===== src/rtl/ipif_regbank.sv =====
// Register bank behind the AXI4-Lite IPIF bridge: ID, scratch, W1C interrupts, CTRL/STAT.
// Define IPIF_REGBANK_STAT_SYNC_EN to pass stat_in through a 2-flop synchronizer.
module ipif_regbank #(
    parameter int          C_ADDR_WIDTH = 12,
    parameter int          C_DATA_WIDTH = 32,
    parameter int          C_NUM_CTRL   = 4,
    parameter logic [31:0] C_ID         = 32'h1E6B_0001,
    parameter int          C_IRQ_WIDTH  = 8
) (
    input  logic                             aclk,
    input  logic                             areset,
    input  logic [C_ADDR_WIDTH-3:0]          wr_addr,
    input  logic                             wr_req,
    input  logic [C_DATA_WIDTH/8-1:0]        wr_be,
    input  logic [C_DATA_WIDTH-1:0]          wr_data,
    output logic                             wr_ack,
    input  logic [C_ADDR_WIDTH-3:0]          rd_addr,
    input  logic                             rd_req,
    output logic [C_DATA_WIDTH-1:0]          rd_data,
    output logic                             rd_ack,
    output logic [C_NUM_CTRL*C_DATA_WIDTH-1:0] ctrl_out,
    input  logic [C_NUM_CTRL*C_DATA_WIDTH-1:0] stat_in,
    input  logic [C_IRQ_WIDTH-1:0]           irq_src,
    output logic                             irq
);

    localparam int          AW = C_ADDR_WIDTH - 2;
    localparam int          DW = C_DATA_WIDTH;
    localparam int          NB = DW / 8;
    localparam int          IW = C_IRQ_WIDTH;
    localparam int unsigned NC = C_NUM_CTRL;

    typedef logic [AW-1:0] addr_t;

    logic [DW-1:0]    scratch;
    logic [IW-1:0]    irq_pend;
    logic [IW-1:0]    irq_en;
    logic [IW-1:0]    irq_src_d;
    logic [NC*DW-1:0] ctrl_q;
    logic [NC*DW-1:0] stat_view;

    logic [DW-1:0]    be_mask;
    logic [DW-1:0]    scratch_m;
    logic [DW-1:0]    en_m;
    logic [DW-1:0]    w1c_bits;
    logic [IW-1:0]    pend_nxt;
    logic             wr_hit, wr_scratch, wr_pend, wr_en;
    logic [NC-1:0]    wr_ctrl;
    logic             rd_hit;
    logic [DW-1:0]    rd_val;

`ifdef IPIF_REGBANK_STAT_SYNC_EN
    logic [NC*DW-1:0] stat_meta;
    logic [NC*DW-1:0] stat_sync;

    always_ff @(posedge aclk or posedge areset) begin
        if (areset) begin
            stat_meta <= '0;
            stat_sync <= '0;
        end else begin
            stat_meta <= stat_in;
            stat_sync <= stat_meta;
        end
    end

    assign stat_view = stat_sync;
`else
    assign stat_view = stat_in;
`endif

    always_comb begin
        be_mask = '0;
        for (int unsigned k = 0; k < NB; k++)
            be_mask[k*8 +: 8] = {8{wr_be[k]}};
    end

    assign scratch_m = (scratch & ~be_mask) | (wr_data & be_mask);
    assign en_m      = (DW'(irq_en) & ~be_mask) | (wr_data & be_mask);
    assign w1c_bits  = wr_data & be_mask;

    // Edge set is OR'd in after the W1C clear so a coincident set wins.
    assign pend_nxt  = (irq_pend & ~(wr_pend ? w1c_bits[IW-1:0] : '0))
                     | (irq_src & ~irq_src_d);

    always_comb begin
        wr_hit     = 1'b0;
        wr_scratch = 1'b0;
        wr_pend    = 1'b0;
        wr_en      = 1'b0;
        wr_ctrl    = '0;
        if (wr_req) begin
            if (wr_addr == addr_t'(0)) wr_hit = 1'b1;
            if (wr_addr == addr_t'(1)) begin wr_hit = 1'b1; wr_scratch = 1'b1; end
            if (wr_addr == addr_t'(2)) begin wr_hit = 1'b1; wr_pend    = 1'b1; end
            if (wr_addr == addr_t'(3)) begin wr_hit = 1'b1; wr_en      = 1'b1; end
            for (int unsigned i = 0; i < NC; i++) begin
                if (wr_addr == addr_t'(4 + i)) begin wr_hit = 1'b1; wr_ctrl[i] = 1'b1; end
                if (wr_addr == addr_t'(8 + i)) wr_hit = 1'b1;
            end
        end
    end

    always_comb begin
        rd_hit = 1'b0;
        rd_val = '0;
        if (rd_addr == addr_t'(0)) begin rd_hit = 1'b1; rd_val = DW'(C_ID);   end
        if (rd_addr == addr_t'(1)) begin rd_hit = 1'b1; rd_val = scratch;     end
        if (rd_addr == addr_t'(2)) begin rd_hit = 1'b1; rd_val = DW'(irq_pend); end
        if (rd_addr == addr_t'(3)) begin rd_hit = 1'b1; rd_val = DW'(irq_en); end
        for (int unsigned i = 0; i < NC; i++) begin
            if (rd_addr == addr_t'(4 + i)) begin rd_hit = 1'b1; rd_val = ctrl_q[i*DW +: DW];    end
            if (rd_addr == addr_t'(8 + i)) begin rd_hit = 1'b1; rd_val = stat_view[i*DW +: DW]; end
        end
    end

    always_ff @(posedge aclk or posedge areset) begin
        if (areset) begin
            wr_ack    <= 1'b0;
            rd_ack    <= 1'b0;
            rd_data   <= '0;
            irq       <= 1'b0;
            scratch   <= '0;
            irq_pend  <= '0;
            irq_en    <= '0;
            irq_src_d <= '0;
            ctrl_q    <= '0;
        end else begin
            wr_ack    <= wr_hit;
            rd_ack    <= rd_req && rd_hit;
            if (rd_req && rd_hit)
                rd_data <= rd_val;
            irq_src_d <= irq_src;
            irq_pend  <= pend_nxt;
            irq       <= |(irq_pend & irq_en);
            if (wr_scratch)
                scratch <= scratch_m;
            if (wr_en)
                irq_en <= en_m[IW-1:0];
            for (int unsigned i = 0; i < NC; i++)
                if (wr_ctrl[i])
                    ctrl_q[i*DW +: DW] <= (ctrl_q[i*DW +: DW] & ~be_mask) | (wr_data & be_mask);
        end
    end

    assign ctrl_out = ctrl_q;

`ifndef SYNTHESIS
    initial begin
        assert ((C_DATA_WIDTH == 32) || (C_DATA_WIDTH == 64))
            else $fatal(1, "ipif_regbank: C_DATA_WIDTH must be 32 or 64");
        assert ((C_NUM_CTRL >= 1) && (C_NUM_CTRL <= 4))
            else $fatal(1, "ipif_regbank: C_NUM_CTRL must be 1..4");
        assert ((C_IRQ_WIDTH >= 1) && (C_IRQ_WIDTH <= C_DATA_WIDTH))
            else $fatal(1, "ipif_regbank: C_IRQ_WIDTH must be 1..C_DATA_WIDTH");
    end
`endif

endmodule


===== config.mk =====
export PLATFORM = sky130hd
export DESIGN_NAME = ipif_regbank
export DESIGN_NICKNAME = d
export VERILOG_FILES = /design/src/rtl/ipif_regbank.sv
export SDC_FILE = /design/constraint.sdc
export NUM_CORES = 1
export LEC_CHECK = 0
export ABC_AREA = 1
export CORE_MARGIN = 8
export CORE_UTILIZATION = 29
export CTS_BUF_LIST = sky130_fd_sc_hd__clkbuf_16
export DETAILED_ROUTE_END_ITERATION = 10
export GPL_ROUTABILITY_DRIVEN = 0
export GPL_TIMING_DRIVEN = 0
export PLACE_DENSITY = 0.67
export SYNTH_ARGS = -nofsm -noshare
export SYNTH_HDL_FRONTEND = slang
export SYNTH_SLANG_ARGS = --single-unit
export TNS_END_PERCENT = 100

===== constraint.sdc =====
create_clock -name aclk -period 7.6 [get_ports aclk]
set_clock_uncertainty 0.1 [all_clocks]
set_input_delay 1.52 -clock aclk [delete_from_list [all_inputs] [get_ports aclk]]
set_output_delay 1.52 -clock aclk [all_outputs]
set_load 0.01 [all_outputs]

# After elaboration in Yosys (flattened, before gate mapping)
# Index checks and enable logic that the tools add are counted.
# classes
n_eq_ne	22
muxes	49
bitwise_logic	20
reduce_logical	4
# ops
op	n
32-bit 2-to-1 mux	11
32-bit AND	6
32-bit OR	5
10-bit by 3-bit equality test with 1-bit output, second input constant	8
10-bit by 4-bit equality test with 1-bit output, second input constant	8
10-bit by 2-bit equality test with 1-bit output, second input constant	4
1-bit 2-to-1 mux	35
8-bit AND	4
32-bit NOT	1
29-bit 2-to-1 mux	1
10-bit by 1-bit equality test with 1-bit output, second input constant	2
10-bit logical NOT	2
8-bit NOT	2
8-bit OR	2
8-bit 2-to-1 mux	1
8-bit OR reduction	1
4-bit 2-to-1 mux	1
1-bit logical AND	1
# word_totals
ff_bits	219
output_inout_bits	163
word_cells	107

# Depth between registers and ports, before layout
# depth
depth_word	14
depth_mapped	15

# Worst setup path before layout
# OpenSTA, ideal clock, no wires.
# synth_path
path_type	input to register
start	input port wr_addr[9]
end	register with a tool-made name
path_buffers	1
setup_slack_ps	4617
path_stages	8
arrival_ps	2765
required_ps	7382
cell_sequence	nor2_1 -> inv_1 -> nor3_4 -> nand3_2 -> nor2_1 -> buf_2 -> mux2i_1 -> inv_1
# synth_rtl
element	line_no	text
from (decl)	12	input logic [C_ADDR_WIDTH-3:0] wr_addr,

# Worst setup path after layout
# layout_path
start	input port rd_addr[9]
end	register rd_data[31]
# layout_between
elab_chain_cells	14
# layout_rtl
element	line_no	text
from (decl)	17	input logic [C_ADDR_WIDTH-3:0] rd_addr,
10-bit logical NOT	106	if (rd_addr == addr_t'(0)) begin rd_hit = 1'b1; rd_val = DW'(C_ID); end
1-bit 2-to-1 mux	106	
1-bit 2-to-1 mux	107	if (rd_addr == addr_t'(1)) begin rd_hit = 1'b1; rd_val = scratch; end
1-bit 2-to-1 mux	108	if (rd_addr == addr_t'(2)) begin rd_hit = 1'b1; rd_val = DW'(irq_pend); end
1-bit 2-to-1 mux	109	if (rd_addr == addr_t'(3)) begin rd_hit = 1'b1; rd_val = DW'(irq_en); end
1-bit 2-to-1 mux	111	if (rd_addr == addr_t'(4 + i)) begin rd_hit = 1'b1; rd_val = ctrl_q[i*DW +: DW]; end
1-bit 2-to-1 mux	112	if (rd_addr == addr_t'(8 + i)) begin rd_hit = 1'b1; rd_val = stat_view[i*DW +: DW]; end
1-bit 2-to-1 mux	111	
1-bit 2-to-1 mux	112	
1-bit 2-to-1 mux	111	
1-bit 2-to-1 mux	112	
1-bit 2-to-1 mux	111	
1-bit 2-to-1 mux	112	
1-bit logical AND	130	if (rd_req && rd_hit)
to (signal assigned)	131	rd_data <= rd_val;
to (decl)	19	output logic [C_DATA_WIDTH-1:0] rd_data,
# Parallel ways exist; a longest one is shown, timed or not.
# A chain may end at the register's enable or synchronous reset.

==> results.py <==
metrics = {
    "worst_hold_path": {
        "hp-class": "reg -> reg",
        "worstHoldEndpoint": "irq_pend[1]",
        "hp-start": "irq_src_d[1]",
        "hold_path_depth": 1,
    },
    "global_routing": {
        "antenna_found_initial": 14,
        "grt-ovfl-total": 0,
        "grt_max_degree": 43,
        "grt_pass1_wl_um": 77900,
        "grt_pass1_vias": 12222,
        "grt_usage_pct": 23.3,
    },
    "floorplanning": {
        "start_util_pct": 29.3,
        "dieArea_mm2": 0.0445,
        "io_pins": 359,
        "die_w_um": 211,
        "fp.dieH_um": 211,
        "fp-row-count": 71,
        "coreArea_mm2": 0.0376,
    },
    "finish": {
        "area_growth_pct": 46.7,
        "fillers": 3807,
        "nets": 2006,
        "drive_above_1_share_pct": 6.13,
        "stdcell_area_mm2": 0.0162,
        "fin_cells": 2347,
    },
    "clock_network": {
        "ctsHoldBuffers": 0,
        "clk_pin_slew_ps": 60,
        "root_buffer": "clkbuf_16",
        "clockBufferDepth": 3,
        "cts_resized": 0,
        "h-tree-depth": 1,
        "clk_latency_ps": 560,
        "tritoncts": "done",
        "post-cts-setup-buffers": 0,
        "cts_buffers": 27,
        "clock_sinks": 219,
    },
    "logic_synthesis": {
        "avgSynthCellArea_um2": 7.77,
        "netlist_area_mm2": 0.0110,
        "netlist_top_cells_count": "401 x nand2_1, 219 x dfrtp_1, 153 x o21ai_0",
        "synth_area_leaders": "dfrtp_1 50%, nand2_1 14%, o21ai_0 6.9%, nand3_1 5.0%, nor2_1 4.6%",
        "async_reset_ff_share_pct": 100,
        "synth_top_area_cell": "dfrtp_1",
        "synth_top_area_share_pct": 49.7,
        "ys_seq_area_share_pct": 49.7,
        "ys_ff_latch": 219,
        "synth_nets": 1615,
        "synthFlopType": "dfrtp_1",
        "syn_inst": 1419,
        "yosysWarnings": 0,
        "synth.most_common_cell": "nand2_1",
        "synth_edf_count": 0,
        "yosys.cell_types.count": 38,
    },
    "timing": {
        "relSlewSlack_pct": 14.7,
        "fin_crit_sh_pct": 53.3,
        "hold_violations": 0,
        "holdWs_ps": 318,
        "fin_tns_setup_ps": 0,
        "finalCriticalPeriod_ps": 4050,
        "fmax_mhz": 247,
        "tightest_slew_ps": 1270,
        "drv_slew": 0,
        "finalSetupViolCount": 0,
        "grt_setup_unrepaired": "no",
    },
    "setup_path": {
        "r2r_cells": 6,
        "regToRegSetupSlack_ps": 5970,
        "crit_chain": "clkdlybuf4s50_1 -> inv_1 -> nand2_1 -> nor4_4 -> inv_2 -> nor2_1 -> nor2_1 -> nand3_1 -> nand2_1 -> nand2_1",
        "critical_path_class": "in -> reg",
        "r2r_end": "rd_data[16]",
        "cp-end-kind": "flip-flop",
        "cpPeakStageDelay_ps": 1180,
        "crit_top_cell": "nand2_1",
        "required_ps": 7990,
        "slowest_stage": "nor4_4",
        "path_buf_inv": 3,
        "cp.arrival_ps": 4440,
        "crit_fanout": 9,
        "start_kind": "input port",
        "path_delay_family": "simple AND/OR/NAND/NOR gates",
    },
    "drt": {
        "drtIter0Drc": 978,
        "wl_met3_um": 5100,
        "vias_per_cell": 5.05,
        "num_vias": 11851,
        "dr.max_layer_used": "met5",
        "wl_met1_um": 21700,
        "avgRoutedWirePerCell_um": 22.7,
        "remaining_drc_errors": 0,
        "antenna_left": 0,
        "firstDrtPassIters": 5,
        "dr_wl_met2_um": 24000,
        "totalWireLength_um": 53400,
    },
    "placement": {
        "placed_area_mm2": 0.0154,
        "placed_cells": 2292,
        "io_buffers": 357,
        "hpwl_um": 41900,
    },
    "flow_run": {
        "drv_cap": 0,
    },
    "pwr": {
        "ir_drop_v": 0.000160,
        "p_leak_nw": 7.42,
        "powerDensity_mw_per_mm2": 163,
    },
    "outcome": {
        "status": "completed",
    },
}
layer usage:
metal / track usage (%) / up-vias
li1: - / 5427
met1: 28.6 / 5658
met2: 37.3 / 597
met3: 7.18 / 157
met4: 10.1 / 12
met5: 0 / -
cells by family after synthesis:
| group | Yosys count | share of synthesized area, % |
|---|---|---|
| flip-flops | 219 | 49.7 |
| AO/OA/AOI/OAI | 237 | 11.4 |
| AND/OR/NAND/NOR | 741 | 29.8 |
| buffers and inverters | 203 | 7.40 |
| multiplexers | 19 | 1.72 |
placed cells by master, fill, tap and decap left out, types with 2 or more instances in the layout:
cell             instances
a211oi_1                 2
a21oi_1                 47
a221oi_1                 2
and3_1                   6
buf_12                   5
buf_2                   13
buf_4                    6
buf_6                    2
clkbuf_1                34
clkbuf_16               27
clkdlybuf4s50_1        357
clkinv_1                10
clkinv_2                 2
clkinv_4                 2
dfrtp_1                219
diode_2                  8
inv_1                  138
inv_2                   12
mux2i_1                 19
nand2_1                401
nand2_2                  9
nand3_1                111
nand4_1                 40
nor2_1                 135
nor2_2                   9
nor2_4                   5
nor3_1                   8
nor3_2                   6
nor3_4                   2
nor4_4                   5
o211ai_1                10
o21ai_0                153
o21ai_1                 11
o22ai_1                  3
o31ai_1                  6
area by class of cell:
type / instances / area, um2 / share of cell area, %
repair buffers: 362 / 3670 / 22.7
clock inverters: 20 / 130 / 0.804
clock buffers: 27 / 676 / 4.18
diodes: 8 / 20.0 / 0.124
plain buffers: 56 / 264 / 1.63
inverters: 147 / 556 / 3.43
flip-flops and latches: 219 / 5480 / 33.9
well taps: 511 / 639 / 3.95
multi-input cells: 997 / 4740 / 29.3
how the worst max path moves through the flow:
stage / start / end / slack, ps / cells past startpoint
global route: rd_addr[8] / rd_data[31] / 3470 / 10
CTS: rd_addr[9] / rd_data[31] / 3600 / 10
finish: rd_addr[9] / rd_data[31] / 3550 / 10
floorplan: areset / async pin / 3130 / 1
detailed placement: rd_addr[8] / rd_data[31] / 3020 / 10
global placement: areset / async pin / 1320 / 2
report_power, final:
group	switching [W]	internal [W]	total, W	leakage (nW)
clock network	0.000526	0.000676	0.00120	0.413
logic	0.000117	0.000124	0.000241	4.04
registers	0.00000922	0.00118	0.00119	2.97
per-stage QoR:
step,power [W],utilization [%],worst slack (ps)
final,0.00263,43.1,3550
after global routing,0.00271,43.0,3470
after CTS,0.00266,43.0,3600
after detailed placement,0.00145,40.9,3020
after global placement,0.00144,40.6,1320
after floorplan,0.00128,-,3130
(Power assumes the default switching activity.)
